`config.mk`:
```
export PLATFORM = sky130hd
export DESIGN_NAME = fec_ctrl
export DESIGN_NICKNAME = d
export VERILOG_FILES = /design/src/rtl/fec_ctrl.sv
export SDC_FILE = /design/constraint.sdc
export NUM_CORES = 1
export LEC_CHECK = 0
export CAP_MARGIN = 25
export CORE_ASPECT_RATIO = 2
export CORE_UTILIZATION = 30
export DETAILED_ROUTE_END_ITERATION = 6
export PLACE_DENSITY = 0.61
export SLEW_MARGIN = 20
export SYNTH_ARGS = -nofsm -noshare
export SYNTH_HDL_FRONTEND = slang
export SYNTH_SLANG_ARGS = --single-unit
```
`constraint.sdc`:
```
create_clock -name clk -period 2.2 [get_ports clk]
set_input_delay 0.44 -clock clk [delete_from_list [all_inputs] [get_ports clk]]
set_output_delay 0.44 -clock clk [all_outputs]
set_load 0.03 [all_outputs]
```
`src/rtl/fec_ctrl.sv`:
```
// fec_ctrl: sequencer that frames one uncoded data block into the RS / CC
// encoder pipeline. It latches the block configuration, streams data bits,
// reserves RS parity slots, and appends the zero tail that flushes the CC state.
// Optional feature macro: FEC_CTRL_PAD_EN. When it is defined, a short block is
// padded with 1-bits up to blk_bits. When it is undefined, a short block pulses
// err_short and proceeds straight to the parity/tail phase.
module fec_ctrl #(
  parameter int unsigned CNT_W       = 12,
  parameter int unsigned TAIL_BITS   = 6,
  parameter int unsigned RS_PAR_BITS = 128
) (
  input  logic             clk,
  input  logic             reset,
  input  logic             start,
  input  logic [CNT_W-1:0] cfg_blk_bits,
  input  logic             cfg_rs_en,
  input  logic [1:0]       cfg_cc_rate,
  input  logic             in_bit,
  input  logic             in_valid,
  input  logic             in_last,
  output logic             in_ready,
  input  logic             enc_ready,
  output logic             enc_bit,
  output logic             enc_valid,
  output logic             enc_flush,
  output logic             enc_par,
  output logic             enc_rs_en,
  output logic [1:0]       enc_cc_rate,
  output logic             busy,
  output logic             done,
  output logic             err_short
);

  typedef enum logic [2:0] {
    S_IDLE  = 3'd0,
    S_LOAD  = 3'd1,
    S_DATA  = 3'd2,
`ifdef FEC_CTRL_PAD_EN
    S_PAD   = 3'd3,
`endif
    S_RSPAR = 3'd4,
    S_TAIL  = 3'd5,
    S_DONE  = 3'd6
  } state_t;

  localparam logic [CNT_W-1:0] PAR_LAST  = CNT_W'(RS_PAR_BITS - 1);
  localparam logic [CNT_W-1:0] TAIL_LAST = CNT_W'(TAIL_BITS - 1);

  state_t           state_q, state_d, post_data;
  logic [CNT_W-1:0] cnt_q, cnt_d;
  logic [CNT_W-1:0] blk_bits_q, blk_bits_d;
  logic [CNT_W-1:0] data_last;
  logic             rs_en_d;
  logic [1:0]       cc_rate_d;
  logic             enc_bit_d, enc_valid_d, enc_flush_d, enc_par_d;
  logic             busy_d, done_d, err_short_d;

  // Index of the final data bit and the phase that follows the data phase.
  assign data_last = blk_bits_q - CNT_W'(1);
  assign post_data = enc_rs_en ? S_RSPAR : S_TAIL;

  // State register, counters and registered outputs.
  always_ff @(posedge clk) begin
    if (reset) begin
      state_q     <= S_IDLE;
      cnt_q       <= '0;
      blk_bits_q  <= '0;
      enc_bit     <= 1'b0;
      enc_valid   <= 1'b0;
      enc_flush   <= 1'b0;
      enc_par     <= 1'b0;
      enc_rs_en   <= 1'b0;
      enc_cc_rate <= 2'b00;
      busy        <= 1'b0;
      done        <= 1'b0;
      err_short   <= 1'b0;
    end else begin
      state_q     <= state_d;
      cnt_q       <= cnt_d;
      blk_bits_q  <= blk_bits_d;
      enc_bit     <= enc_bit_d;
      enc_valid   <= enc_valid_d;
      enc_flush   <= enc_flush_d;
      enc_par     <= enc_par_d;
      enc_rs_en   <= rs_en_d;
      enc_cc_rate <= cc_rate_d;
      busy        <= busy_d;
      done        <= done_d;
      err_short   <= err_short_d;
    end
  end

  // Next-state, counter and output-next logic; in_ready is the only direct output.
  always_comb begin
    state_d     = state_q;
    cnt_d       = cnt_q;
    blk_bits_d  = blk_bits_q;
    rs_en_d     = enc_rs_en;
    cc_rate_d   = enc_cc_rate;
    enc_bit_d   = 1'b0;
    enc_valid_d = 1'b0;
    enc_flush_d = 1'b0;
    enc_par_d   = 1'b0;
    done_d      = 1'b0;
    err_short_d = 1'b0;
    in_ready    = 1'b0;

    case (state_q)
      S_IDLE: begin
        if (start) begin
          blk_bits_d = cfg_blk_bits;
          rs_en_d    = cfg_rs_en;
          cc_rate_d  = cfg_cc_rate;
          cnt_d      = '0;
          state_d    = S_LOAD;
        end
      end

      S_LOAD: begin
        if (blk_bits_q == '0) state_d = post_data;
        else                  state_d = S_DATA;
      end

      S_DATA: begin
        in_ready = enc_ready;
        if (in_valid && enc_ready) begin
          enc_bit_d   = in_bit;
          enc_valid_d = 1'b1;
          cnt_d       = cnt_q + CNT_W'(1);
          if (cnt_q == data_last) begin
            // in_last on the final bit carries no extra meaning
            state_d = post_data;
            cnt_d   = '0;
          end else if (in_last) begin
`ifdef FEC_CTRL_PAD_EN
            state_d = S_PAD;
`else
            err_short_d = 1'b1;
            state_d     = post_data;
            cnt_d       = '0;
`endif
          end
        end
      end

`ifdef FEC_CTRL_PAD_EN
      S_PAD: begin
        if (enc_ready) begin
          enc_bit_d   = 1'b1;
          enc_valid_d = 1'b1;
          cnt_d       = cnt_q + CNT_W'(1);
          if (cnt_q == data_last) begin
            state_d = post_data;
            cnt_d   = '0;
          end
        end
      end
`endif

      S_RSPAR: begin
        if (enc_ready) begin
          enc_par_d = 1'b1;
          cnt_d     = cnt_q + CNT_W'(1);
          if (cnt_q == PAR_LAST) begin
            state_d = S_TAIL;
            cnt_d   = '0;
          end
        end
      end

      S_TAIL: begin
        if (enc_ready) begin
          enc_valid_d = 1'b1;
          enc_flush_d = 1'b1;
          cnt_d       = cnt_q + CNT_W'(1);
          if (cnt_q == TAIL_LAST) begin
            state_d = S_DONE;
            cnt_d   = '0;
          end
        end
      end

      S_DONE: begin
        done_d  = 1'b1;
        state_d = S_IDLE;
      end

      default: begin
        state_d = S_IDLE;
        cnt_d   = '0;
      end
    endcase

    busy_d = (state_d != S_IDLE);
  end

endmodule
```
==> results.ini, run 1 <==
[status]
status = finished, violations left
violations = negative setup slack

[placement]
hpwl_um = 5400
dp_cells = 441
placed_cell_area_um2 = 2980
gp_congestion = 0.899
io_buffers = 32

[routing]
drc = 0
first_pass_iters = 4
antenna_left = 0
wl_um = 6920
vias = 2381
avgRoutedWirePerCell_um = 15.3
via_per_inst = 5.26
drt_iter0_drc = 158

[floorplanning]
num_rows = 44
die_x_um = 63.2
core_um2 = 7270
start_util_pct = 30.9
die_h_um = 124
die_area_um2 = 7870
num_io_pins = 33

[worst_setup_path]
crit_required_ns = 2.41
r2r_slack_ns = -0.29
arrival_ns = 2.70
rr_endpoint = cnt_q[0]
ff2ff_path_depth = 11
start_kind = register
worstSetupEndpointType = register
path_class = register to register
cp_max_fo = 5
r2r_start = blk_bits_q[0]

[synth]
synth_seq_cells = 37
syn_area_um2 = 2250
synthTopCellsByArea = dfxtp_1, nand2_1, a21oi_1
synthMostInstantiatedCell = nand2_1
synth_edf_count = 0
post-synth-top-area-cell = dfxtp_1
synth_simple_gate_area_share_pct = 31.7
avgSynthCellArea_um2 = 7.78
yosysTopAreaCellShare_pct = 32.9
syn_inst = 289
synth_ff_type = dfxtp_1
ys_seq_area_share_pct = 32.9
synthTopCellsByCount = nand2_1, dfxtp_1, a21oi_1
synth-xor-area-share_pct = 5.45
syn_nets = 314
synth_top_family_by_area = simple AND/OR/NAND/NOR gates
yosysWarnings = 0
ys_async_sr_fraction_pct = 0
synthAdderAreaFrac_pct = 1.67
synth-compound-area-share_pct = 22.9
ys_types = 61
synthMuxAreaShare_pct = 0.501

[finish]
area_delta_synth_final_pct = 44.4
nets = 385
regArea_um2 = 746
fillCellCount = 770
drive_gt1_share_pct = 25.5
fin_area_um2 = 3250
insertedDiodeCount = 0
final_cells = 453
multiInputGateArea_um2 = 1500

[cts]
cts_buffers = 5
cts_sinks = 37
cts_tree = built
worstSkewPairLatency_ns = 0.28
cts_max_path_buffers = 2
cts.clk_slew.worst_paths_ns = 0.05
cts-root-buf = clkbuf_16
htreeDepth = 2

[grt]
grt_pass1_wl_um = 11300
grt_max_degree = 21
antenna_found_initial = 0
overflow = 0
grt_pass1_vias = 2409
grt_use_total_pct = 18.5

[timing]
hold_viol = 0
timing.fmax_mhz = 402
fin_crit_sh_pct = 113
drv_slew = 0
whs_ns = 0.462
rsz0062_at_grt = yes
setup_violations = 16
finalClockSkew_ns = 0.00700
post-route-min-period_ns = 2.49
slew_headroom_pct = 62.3
final.setup.worst_slack_ns = -0.289
fin_setup_tns_ns = -3.96
tightest_slew_ns = 0.565

[power]
peakVddDrop_v = 0.000340
power_density_nw_per_um2 = 742
leakage_uw = 0.00127

[run]
maxCapViolations = 0

[min_path]
min_from = enc_cc_rate[0]
hold_class = register to register
whs_path_depth = 2
min_to = enc_cc_rate[0]

area by class of cell:
class | instances | area share, %
repair buffers | 83 | 21.9
multi-input cells | 225 | 46.3
clock buffers | 6 | 3.97
flip-flops and latches | 37 | 23.0
well taps | 92 | 3.55
inverters | 8 | 1.00
clock inverters | 2 | 0.308
cell families after synthesis:
group / after synthesis
buffers and inverters: 27
AND/OR/NAND/NOR: 138
flip-flops: 37
adder cells (fa/ha/maj): 3
multiplexers: 1
XOR/XNOR: 14
AO/OA/AOI/OAI: 69
worst max-delay path: stages, from the launching register on:
cell and delay (ns):
dfxtp_4 0.35, inv_4 0.05, ha_4 0.12, or4b_4 0.49
buf_6 0.14, o21ai_2 0.11, a21oi_2 0.07, o211a_4 0.28
a311oi_4 0.39, buf_4 0.19, o211ai_1 0.10, a21oi_1 0.14
per-stage QoR:
| stage | power, µW | worst slack (ns) | utilization, % |
|---|---|---|---|
| after global routing | 2530 | -0.394 | 44.7 |
| after floorplan | 1280 | -0.162 | - |
| after detailed placement | 1620 | -0.324 | 40.9 |
| final | 2410 | -0.289 | 44.7 |
| after global placement | 1610 | -0.300 | 40.9 |
| after CTS | 2370 | -0.293 | 43.9 |
cell usage in the layout (no fill, tap or decap), drive strengths merged, types with 6 or more instances in the layout:
master and n:
clkbuf 6, xnor2 9, clkdlybuf4s50 31, nand2 59, buf 52, o211ai 8, nand3 9, nor2 18
dfxtp 37, a21oi 23, inv 8, nor3 12, o21ai 8
where the power goes:
group	switching, µW	total, µW	internal, µW
registers	54.9	776	721
clock network	276	692	416
logic	477	940	463
total	808	2410	1600
what timing repair did:
action                                  CTS  global route
resized for setup                         8            13
buffers inserted                          4             0
hold buffers                              0             0
endpoints found under the hold margin     0             0
pin swaps                                13            11
endpoints found under the setup margin   16            17
flip-flops by register name, indices dropped and copies added (netlist names):
signal and count:
busy 1, enc_valid 1, enc_rs_en 1, enc_par 1
err_short 1, enc_bit 1, enc_cc_rate 2, enc_flush 1
state_q 3, cnt_q 12, done 1, blk_bits_q 12
per-layer routing:
metal	vias to the layer above	routed length (µm)	track usage (%)
li1	1170	-	-
met2	47	3990	36.2
met3	22	135	2.29
met5	-	0	0
met4	0	334	10.8
met1	1142	2470	17.5
worst max path at each step:
stage	start	endpoint	slack, ns	cells after the start
floorplan	blk_bits_q[0]	cnt_q[3]	-0.16	10
global placement	blk_bits_q[0]	cnt_q[11]	-0.30	11
detailed placement	blk_bits_q[0]	busy	-0.32	10
CTS	blk_bits_q[0]	busy	-0.29	10
global route	blk_bits_q[1]	cnt_q[4]	-0.39	12
finish	blk_bits_q[0]	cnt_q[0]	-0.29	11
Note: power is estimated with default switching activity, not from simulation.
==> inputs of run 2 (changes only) <==
--- a/config.mk
+++ b/config.mk
@@ -7,5 +7,5 @@
 export LEC_CHECK = 0
 export CAP_MARGIN = 25
-export CORE_ASPECT_RATIO = 2
+export CORE_ASPECT_RATIO = 0.6
 export CORE_UTILIZATION = 30
 export DETAILED_ROUTE_END_ITERATION = 6
==> constraint.sdc (replaced) <==
create_clock -name clk -period 2.2 [get_ports clk]
set_input_delay 0.44 -clock clk [delete_from_list [all_inputs] [get_ports clk]]
set_output_delay 0.44 -clock clk [all_outputs]
set_load 0.02 [all_outputs]
==> run 2 against run 1 <==
Routed wire length decreased by 1.3%. Flip-flop and latch count unchanged. Clock-buffer cell count up 2. Clock skew rose by 0.00058 ns. Largest cell class unchanged. Cell count increased by 3.1%. The flow still finishes with violations (negative setup slack).
==> results.ini, run 2 (same netlist as run 1, synthesis figures left out) <==
[timing]
fin_setup_tns_ns = -5.06  ; was -3.96 ns
setup_violations = 16  ; unchanged
rsz0062_at_grt = yes  ; unchanged
hold_viol = 0  ; unchanged
finalClockSkew_ns = 0.00758  ; was 0.00700 ns
tightest_slew_ns = 0.631  ; was 0.565 ns
timing.fmax_mhz = 387  ; was 402 MHz
fin_crit_sh_pct = 118  ; was 113%
slew_headroom_pct = 57.9  ; was 62.3%
final.setup.worst_slack_ns = -0.387  ; was -0.289 ns
whs_ns = 0.454  ; was 0.462 ns
post-route-min-period_ns = 2.59  ; was 2.49 ns
drv_slew = 0  ; unchanged

[worst_setup_path]
path_class = register to register  ; unchanged
worstSetupEndpointType = register  ; unchanged
rr_endpoint = cnt_q[10]  ; was cnt_q[0]
start_kind = register  ; unchanged
r2r_slack_ns = -0.39  ; was -0.29 ns
crit_required_ns = 2.36  ; was 2.41 ns
arrival_ns = 2.75  ; was 2.70 ns
r2r_start = blk_bits_q[0]  ; unchanged
path_cells = buf_6 -> or4_4 -> or3_1 -> a32o_2 -> o21ai_4 -> a311oi_4 -> buf_6 -> o211ai_1 -> o211ai_1  ; was inv_4 -> ha_4 -> or4b_4 -> buf_6 -> o21ai_2 -> a21oi_2 -> o211a_4 -> a311oi_4 -> buf_4 -> o211ai_1 -> a21oi_1
crit_slowest_cell = or4_4  ; was or4b_4
ff2ff_path_depth = 9  ; was 11
crit_family = compound AO/OA/AOI/OAI gates  ; unchanged
cp_num_buf_inv = 2  ; was 3
critPathMaxStageDelay_ns = 0.49  ; about the same
cp_max_fo = 7  ; was 5

[min_path]
min_to = enc_cc_rate[0]  ; unchanged
min_from = enc_cc_rate[0]  ; unchanged
whs_path_depth = 2  ; unchanged
hold_class = register to register  ; unchanged

[cts]
htreeDepth = 2  ; unchanged
cts-root-buf = clkbuf_16  ; unchanged
cts_sinks = 37  ; unchanged
cts.clk_slew.worst_paths_ns = 0.06  ; was 0.05 ns
cts_max_path_buffers = 2  ; unchanged
worstSkewPairLatency_ns = 0.29  ; was 0.28 ns
cts_tree = built  ; unchanged
cts_buffers = 5  ; unchanged

[floorplanning]
core_um2 = 7270  ; unchanged
num_rows = 24  ; was 44
start_util_pct = 30.9  ; unchanged
die_x_um = 114  ; was 63.2 µm
num_io_pins = 33  ; unchanged
die_area_um2 = 7860  ; was 7870 µm²
die_h_um = 69.1  ; was 124 µm

[power]
peakVddDrop_v = 0.000354  ; was 0.000340 V
pwr-share-seq_pct = 31.0  ; was 32.2%
p_int_uw = 1660  ; was 1600 µW
power.switching_uw = 856  ; was 808 µW
switching_share_pct = 34.0  ; was 33.6%
leakage_uw = 0.00129  ; was 0.00127 µW
pwr-share-clk_pct = 29.2  ; was 28.7%
power_density_nw_per_um2 = 746  ; was 742 nW/µm²
combPwrFrac_pct = 39.8  ; was 39.0%

[routing]
wl_um = 6830  ; was 6920 µm
antenna_left = 0  ; unchanged
drt_iter0_drc = 104  ; was 158
first_pass_iters = 4  ; unchanged
via_per_inst = 5.04  ; was 5.26
drc = 0  ; unchanged
vias = 2354  ; was 2381
avgRoutedWirePerCell_um = 14.6  ; was 15.3 µm

[placement]
hpwl_um = 4970  ; was 5400 µm
place_ws_ns = -0.386  ; was -0.324 ns
dp_cells = 453  ; was 441
io_buffers = 32  ; unchanged
gp_congestion = 0.867  ; was 0.899

[finish]
nets = 387  ; was 385
drive_gt1_share_pct = 28.7  ; was 25.5%
reg_top3 = blk_bits_q: 12 flops, cnt_q: 12 flops, state_q: 3 flops  ; unchanged
fin_util_pct = 46.5  ; was 44.7%
final_cell_mix = nand2_1, buf_4, dfxtp_1  ; unchanged
area_delta_synth_final_pct = 50.4  ; was 44.4%
final_cells = 467  ; was 453
final_common_cell = nand2_1  ; unchanged
insertedDiodeCount = 0  ; unchanged

[grt]
antenna_found_initial = 0  ; unchanged
overflow = 0  ; unchanged
grt_max_degree = 17  ; was 21
grt_use_total_pct = 18.1  ; was 18.5%
grt_pass1_vias = 2201  ; was 2409
grt_pass1_wl_um = 10900  ; was 11300 µm

[status]
status = finished, violations left  ; unchanged
violations = negative setup slack  ; unchanged

[run]
maxCapViolations = 0  ; unchanged

run 2: cell count changes in the layout (fill, tap and decap cells not counted), sizes merged:
| cell | previous run | this run |
|---|---|---|
| clkbuf | 6 | 8 |
| clkinv | 2 | 0 |
| buf | 52 | 53 |
| dlygate4sd2 | 0 | 1 |
run 2: layer usage:
| metal | vias to the layer above | track usage, % | share of wire, % |
|---|---|---|---|
| met3 | 7 | 5.01 | 5.7 |
| met1 | 1105 | 26.6 | 52 |
| met5 | - | 0 | 0 |
| li1 | 1179 | - | - |
| met4 | 0 | 4.82 | 1.1 |
| met2 | 63 | 25.3 | 41 |
run 2: layout make-up:
| type | count | area [µm²] |
|---|---|---|
| Inverter | 8 | 32.5 |
| Sequential cell | 37 | 746 |
| Multi-Input combinational cell | 225 | 1580 |
| Clock buffer | 8 | 146 |
| Tap cell | 104 | 130 |
| Fill cell | 738 | 3890 |
| Timing Repair Buffer | 85 | 747 |
run 2: power by group through the flow:
stage / sequential (µW) / combinational (µW) / clock, µW
floorplan: 791 / 477 / 0
global placement: 786 / 835 / 0
detailed placement: 785 / 840 / 0
CTS: 777 / 918 / 754
global route: 787 / 1080 / 775
finish: 782 / 1000 / 736
run 2: how the worst max path moves through the flow:
stage                             start         to  depth (start not counted)
after global placement    blk_bits_q[0]   cnt_q[3]                         10
after detailed placement  blk_bits_q[0]   cnt_q[2]                         10
final                     blk_bits_q[0]  cnt_q[10]                          9
after floorplan           blk_bits_q[0]   cnt_q[3]                         10
after CTS                 blk_bits_q[0]   cnt_q[2]                         10
after global routing      blk_bits_q[0]   cnt_q[3]                         10
run 2: worst register-to-register path, cell delays in order, from the launching register on:
cell and delay, ns:
dfxtp_4 0.35, buf_6 0.12, or4_4 0.49, or3_1 0.32
a32o_2 0.29, o21ai_4 0.24, a311oi_4 0.18, buf_6 0.19
o211ai_1 0.17, o211ai_1 0.11
run 2: stage by stage:
step	instance area [µm²]	power, µW
3_5_place_dp	2990	1620
2_1_floorplan	2270	1270
4_1_cts	3280	2450
5_1_grt	3380	2640
6_report	3380	2520
3_3_place_gp	2990	1620
run 2: what timing repair did:
action,4_1_cts,5_1_grt
pin swaps,10,9
buffers inserted,6,1
setup endpoints to repair,17,17
hold buffers,0,0
gates resized for setup,21,19
==> RTL change, RTL diff (settings of run 1) <==
Add a define of `FEC_CTRL_PAD_EN`.
--- a/src/rtl/fec_ctrl.sv
+++ b/src/rtl/fec_ctrl.sv
@@ -4,6 +4,8 @@
 // Optional feature macro: FEC_CTRL_PAD_EN. When it is defined, a short block is
 // padded with 1-bits up to blk_bits. When it is undefined, a short block pulses
 // err_short and proceeds straight to the parity/tail phase.
+`define FEC_CTRL_PAD_EN
+
 module fec_ctrl #(
   parameter int unsigned CNT_W       = 12,
   parameter int unsigned TAIL_BITS   = 6,
Check against the original RTL: not equivalent (Yosys sat finds a counterexample within 4 cycles, from zero or initial values and one cycle with reset high).
==> RTL change against run 1 <==
  * Combinational power rose by 78%
  * Synthesized cell count grew 0.69%
  * Routed wire length down 4.3%
  * Worst setup slack gained 0.0023 ns
  * Final area rose by 4.9%
  * Critical endpoint is now cnt_q[9]
  * Clock power is 6.4% higher
  * Synthesized area down 2.7%
  * First-iteration DRC count is 63% lower
  * Sequential share of layout area is 1.7 points lower
  * The flow still finishes with violations (negative setup slack)
  * Sequential cell count shrank 1
  * Critical path type unchanged
  * Power increased by 33%
==> RTL change: results (changes against run 1) <==
met2 WL - 3680 um (was 3990 um)
worst hold path cell count - 2 (unchanged)
combinational power share - 51.9% (was 39.0%)
proportion of synthesized chip area in sequential cells - 33.0% (was 32.9%)
proportion of synthesized area in mux cells - 0% (was 0.501%)
First DRT Iteration DRCs - 59 (was 158)
clock skew - 0.00410 ns (was 0.00700 ns)
Synth Area in XOR/XNOR - 7.95% (was 5.45%)
syn_nets - 316 (was 314)
Synth area leaders - dfxtp_1 33%, nand2_1 8.4%, a21oi_1 5.9% (was dfxtp_1 33%, nand2_1 9.8%, a21oi_1 4.9%)
pin count of the biggest net entering global routing - 29 (was 21)
Via density - 5.09 (was 5.26)
M1 WL - 2460 um (was 2470 um)
final WL - 6620 um (was 6920 um)
port bufs - 31 (was 32)
vias in the first global route - 2,350 (was 2,409)
Worst VDD drop - 0.709 mV (was 0.340 mV)
top cells by count, synth - 49 x nand2_1, 36 x dfxtp_1, 26 x a21oi_1 (was 59 x nand2_1, 37 x dfxtp_1, 22 x a21oi_1)
Setup Buffers After CTS - 2 (was 4)
final net count - 409 (was 385)
H-Tree Depth - 2 (unchanged)
Int Power - 2.03 mW (was 1.60 mW)
Crit path arrival time - 2.67 ns (was 2.70 ns)
met3 routed WL - 144 um (was 135 um)
setup ws final - -0.287 ns (was -0.289 ns)
Synth Area in Adders - 1.72% (was 1.67%)
status - complete, but fails checks (unchanged)
Inst Count DP - 463 (was 441)
final setup fails - 15 (was 16)
GRT met2 Usage - 35.9% (was 36.2%)
final hold slack - 0.465 ns (was 0.462 ns)
HPWL after detailed placement - 5000 um (was 5400 um)
Non-Filler Instances - 475 (was 453)
Area after DPL - 3040 um2 (was 2980 um2)
Largest stage delay, worst path - 0.53 ns (was 0.49 ns)
GRT Resource Usage Total - 18.6% (was 18.5%)
crit path to - cnt_q[9] (was cnt_q[0])
Final TNS setup - -2.98 ns (was -3.96 ns)
compound-gate portion of the synthesized area - 21.3% (was 22.9%)
met3 Use GR - 2.70% (was 2.29%)
LEAKAGE - 1.36 nW (was 1.27 nW)
share of cells above drive strength 1 - 29.9% (was 25.5%)
global-route wire length before repair - 11,000 um (was 11,300 um)
Largest delay share family, worst path - simple AND/OR/NAND/NOR gates (was compound AO/OA/AOI/OAI gates)
Resized cells post-CTS - 15 (was 8)
failing checks - negative setup slack (unchanged)
Sw Pwr - 1.19 mW (was 0.808 mW)
Distinct cells, synth - 54 (was 61)
RePlAce Congestion - 0.889 (was 0.899)
[RTL change: cell types whose count changed in the layout (fill, tap and decap cells not counted), moves of 4 or more]
cell,change
inv_1,+5
o31ai_1,+4
buf_4,+21
nor3_1,+4
o22ai_2,+4
nand2b_1,+5
xnor2_1,+4
nand2_1,-10
nor2_1,+4
o211ai_1,-5
[RTL change: layout make-up]
class / count / area (um2)
Inverter: 11 / 41.3
Sequential cell: 36 / 723
Multi-Input combinational cell: 229 / 1540
Fill cell: 717 / 3590
Timing Repair Buffer: 101 / 837
Tap cell: 90 / 113
Clock buffer: 6 / 139
Clock inverter: 2 / 15.0
[RTL change: worst register-to-register path, cell delays in order, from the launching register on]
cell      delay [ns]
dfxtp_2         0.32
or4_4           0.53
or4_4           0.46
xnor2_4         0.18
o221ai_4        0.14
or2_4           0.29
a311o_1         0.28
a22o_1          0.18
